File: src/rtl/pipe_adder.sv
// pipe_adder: WIDTH-bit adder split into STAGES ripple-carry segments, valid/ready on both sides.
// Optional feature macro PIPE_ADDER_SUB_EN adds a sub port selecting a + ~b + 1.
module pipe_adder #(
   parameter int WIDTH  = 8,
   parameter int STAGES = 2
) (
   input  logic             clk,
   input  logic             rst,
   input  logic             in_valid,
   output logic             in_ready,
   input  logic [WIDTH-1:0] a,
   input  logic [WIDTH-1:0] b,
   input  logic             cin,
`ifdef PIPE_ADDER_SUB_EN
   input  logic             sub,
`endif
   output logic             out_valid,
   input  logic             out_ready,
   output logic [WIDTH-1:0] s,
   output logic             cout,
   output logic             ovf
);
   localparam int SEG = WIDTH / STAGES;

   // Full-adder cell: returns {carry, sum}.
   function automatic logic [1:0] full_add(input logic x, input logic y, input logic ci);
      return {(x & y) | (ci & (x ^ y)), x ^ y ^ ci};
   endfunction

   logic             adv;
   logic [WIDTH-1:0] b_eff;
   logic             cin_eff;

`ifdef PIPE_ADDER_SUB_EN
   assign b_eff   = sub ? ~b : b;
   assign cin_eff = sub ? 1'b1 : cin;
`else
   assign b_eff   = b;
   assign cin_eff = cin;
`endif

   generate
      for (genvar gi = 0; gi < STAGES; gi++) begin : stg
         localparam int W_IN = WIDTH - gi * SEG;

         logic [W_IN-1:0]         op_a;
         logic [W_IN-1:0]         op_b;
         logic                    c_in;
         logic                    v_in;
         logic                    carry_next;
         logic [SEG-1:0]          seg_sum;
         logic [(gi+1)*SEG-1:0]   sum_next;
         logic [(gi+1)*SEG-1:0]   sum_reg;
         logic                    valid_reg;
         logic                    carry_reg;

         if (gi == 0) begin : src
            assign op_a     = a;
            assign op_b     = b_eff;
            assign c_in     = cin_eff;
            assign v_in     = in_valid;
            assign sum_next = seg_sum;
         end else begin : src
            // Lower sum bits ride along; the new segment lands on top.
            assign op_a     = stg[gi-1].ops.a_reg;
            assign op_b     = stg[gi-1].ops.b_reg;
            assign c_in     = stg[gi-1].carry_reg;
            assign v_in     = stg[gi-1].valid_reg;
            assign sum_next = {seg_sum, stg[gi-1].sum_reg};
         end

         always_comb begin
            carry_next = c_in;
            seg_sum    = '0;
            for (int bi = 0; bi < SEG; bi++) begin
               {carry_next, seg_sum[bi]} = full_add(op_a[bi], op_b[bi], carry_next);
            end
         end

         always_ff @(posedge clk) begin
            if (rst) begin
               valid_reg <= 1'b0;
               carry_reg <= 1'b0;
               sum_reg   <= '0;
            end else if (adv) begin
               valid_reg <= v_in;
               carry_reg <= carry_next;
               sum_reg   <= sum_next;
            end
         end

         if (gi < STAGES - 1) begin : ops
            logic [W_IN-SEG-1:0] a_reg;
            logic [W_IN-SEG-1:0] b_reg;

            always_ff @(posedge clk) begin
               if (rst) begin
                  a_reg <= '0;
                  b_reg <= '0;
               end else if (adv) begin
                  a_reg <= op_a[W_IN-1:SEG];
                  b_reg <= op_b[W_IN-1:SEG];
               end
            end
         end

         if (gi == STAGES - 1) begin : fin
            logic ovf_reg;

            // Carry into the MSB is recovered as a ^ b ^ sum of that bit.
            always_ff @(posedge clk) begin
               if (rst) begin
                  ovf_reg <= 1'b0;
               end else if (adv) begin
                  ovf_reg <= op_a[SEG-1] ^ op_b[SEG-1] ^ seg_sum[SEG-1] ^ carry_next;
               end
            end
         end
      end
   endgenerate

   assign out_valid = stg[STAGES-1].valid_reg;
   assign s         = stg[STAGES-1].sum_reg;
   assign cout      = stg[STAGES-1].carry_reg;
   assign ovf       = stg[STAGES-1].fin.ovf_reg;

   assign adv      = !out_valid | out_ready;
   assign in_ready = adv;
endmodule

File: config.mk
export PLATFORM = sky130hd
export DESIGN_NAME = pipe_adder
export DESIGN_NICKNAME = d
export VERILOG_FILES = /design/src/rtl/pipe_adder.sv
export SDC_FILE = /design/constraint.sdc
export NUM_CORES = 1
export LEC_CHECK = 0
export ABC_AREA = 1
export BUFFER_PORTS_ARGS = -buffer_cell sky130_fd_sc_hd__buf_2
export CORE_MARGIN = 1.5
export CORE_UTILIZATION = 45
export DETAILED_ROUTE_END_ITERATION = 12
export PLACE_DENSITY = 0.73
export SYNTH_ARGS = -nofsm -noshare
export SYNTH_HDL_FRONTEND = slang
export SYNTH_SLANG_ARGS = --single-unit
File: constraint.sdc
create_clock -name clk -period 3.3 [get_ports clk]
set_input_delay 0.33 -clock clk [delete_from_list [all_inputs] [get_ports clk]]
set_output_delay 0.33 -clock clk [all_outputs]
set_load 0.01 [all_outputs]
==> results.cfg <==
[detailed_routing]
routed_wl_um = 2066
wire_per_inst_um = 9.885
drt-initial-drc-count = 22
ant_nets = 0
drc = 0
drtPass1Iterations = 4
viasPerCell = 4.469
vias = 934

[clock_tree]
cts_tree = yes
ctsResizeCount = 0
cts_num_sinks = 25
root_buffer = clkbuf_4
cts_max_level = 1
cts_buffer_depth = 2
cts_buffers = 3
cts.clk_slew.worst_paths_ps = 120
hold_buffers = 0
clock_latency_ps = 300
post-cts-setup-buffer-count = 0

[timing]
post-route-min-period_ps = 2228
fmax_mhz = 448.9
min_period_over_period_pct = 67.51
tightest_slew_ps = 629.8
slew_headroom_pct = 57.91
report.final.setup_viol = 0
hold_viol = 0
fin_tns_setup_ps = 0
slew_viol_final = 0
fin_skew_ps = 2.185
layout_setup_ws_ps = 1072
rsz0062_at_grt = no

[synth]
yosysTopAreaCellShare_pct = 41.28
yosysUniqueCellTypes = 13
synth_warnings = 0
synth_nets = 178
synthesis.area_sq_mm = 0.001212
netlist.top_cell.by_area = dfxtp_1
syn_inst = 149
synth_seq_cells = 25
ys_seq_area_share_pct = 41.28
synth_area_leaders = dfxtp_1 (41%), nor2_1 (15%), fa_1 (13%)
syn_avg_cell_area_sq_um = 8.137

[placed_design]
hpwl_um = 1507
pre_cts_ws_ps = 1066
postPlaceCellArea_sq_mm = 0.001355
gp_congestion = 0.7118
port_buffers = 32

[final_layout]
final_nets = 209
final_cell_mix = nor2_1 (48), buf_2 (32), dfxtp_1 (25), inv_1 (24), o21bai_1 (17)
n_antenna_cell = 0
drive_above_1_share_pct = 21.23
area_growth_pct = 13.93
nFillCells = 241
final_common_cell = nor2_1
largest_reg_flops = 8
final_area_sq_mm = 0.001381

[grt]
met3_usage_pct = 3.226
grt_overflow = 0
met2_usage_pct = 29.96
grtUsageTotal_pct = 16.30
grt-busiest-layer = met2
grt_max_degree = 31
grt_pass1_vias = 864
antenna_found_initial = 0
grt_pass1_wl_um = 3491
met1_usage_pct = 18.46

[power]
pwr-share-comb_pct = 20.9
ir_drop_mv = 0.2928
p_switching_uw = 166.5
p_int_uw = 435.4
power_density_mw_per_mm2 = 435.8
leakagePower_uw = 0.0007075
pwr-share-seq_pct = 57.4
clkPwrFrac_pct = 21.7
swShare_pct = 27.66

[floorplan]
fp.dieH_um = 54.91
dieArea_sq_mm = 0.003015
start_util_pct = 48.07
core_sq_mm = 0.002522
die_w_um = 54.91
rows = 18
io_pins = 33

[worst_hold_path]
hold_path_class = in2reg

[critical_path]
crit_type = reg2reg
cp-end-kind = register
cp.arrival_ps = 2440
startpoint_type = register
critPathMaxFanout = 2
worstPathRequired_ps = 3520

[flow_run]
maxCapViolCount = 0

[outcome]
status = complete, no violations
[per-stage QoR]
step | utilization, % | cells | hold slack, ps | power [uW]
finish | 54.76 | 209 | 238.0 | 601.9
global route | 54.76 | 209 | 227.9 | 651.4
CTS | 54.76 | 209 | 227.2 | 612.1
detailed placement | 53.72 | 205 | 449.4 | 479.8
global placement | 53.72 | 205 | 449.0 | 473.7
floorplan | - | 149 | 435.9 | 440.1
[path summary, 6_finish.rpt]
path | startpoint | to | slack, ps | cells after the start
worst max-delay path | stg[0].carry_reg | s[7] | 1070 | 10
worst min-delay path | a[6] | stg[0].ops.a_reg[2] | 240 | 3
worst max register to register | stg[0].carry_reg | s[7] | 1070 | 10
worst min register to register | stg[0].valid_reg | out_valid | 470 | 2
[cell type report]
| cell class | count | area (sq um) | area share [%] |
|---|---|---|---|
| flip-flops and latches | 25 | 500.5 | 36.23 |
| repair buffers | 32 | 160.2 | 11.59 |
| well taps | 30 | 37.54 | 2.717 |
| clock buffers | 4 | 26.28 | 1.902 |
| multi-input cells | 93 | 563.0 | 40.76 |
| inverters | 25 | 93.84 | 6.794 |
[cell usage after synthesis]
master	count
nor2_4	1
nand3b_1	1
buf_6	4
dfxtp_1	25
a21oi_1	1
fa_1	8
buf_2	2
o21bai_1	17
inv_2	1
inv_1	24
nand2_4	1
nand2_1	16
nor2_1	48
[critical path, cell delays in order, from the launching register on]
cell,delay [ps]
dfxtp_1,330
inv_1,60
fa_1,420
inv_1,80
fa_1,160
inv_1,50
fa_1,370
inv_1,100
fa_1,410
nor2_1,110
nor2_1,50
[logic make-up (layout without fill, tap and decap cells)]
group	after synthesis	count (layout)	synth area share, %
compound gates	18	18	10.94
fa+ha+maj	8	8	13.21
buf+inv	31	61	12.28
flops	25	25	41.28
simple gates	67	67	22.29
[routing by layer]
metal	routed length [um]	up-vias
met4	15	0
met3	76	2
met5	0	-
li1	-	499
met2	1027	12
met1	947	421
[power groups by stage]
stage / registers [uW] / clock network [uW] / logic (uW)
4_1_cts: 346 / 138 / 128
3_3_place_gp: 351 / 0 / 123
2_1_floorplan: 358 / 0 / 82.1
5_1_grt: 350 / 153 / 148
3_5_place_dp: 353 / 0 / 127
6_report: 346 / 130 / 126
No activity file was read; power rests on OpenSTA's default activity.
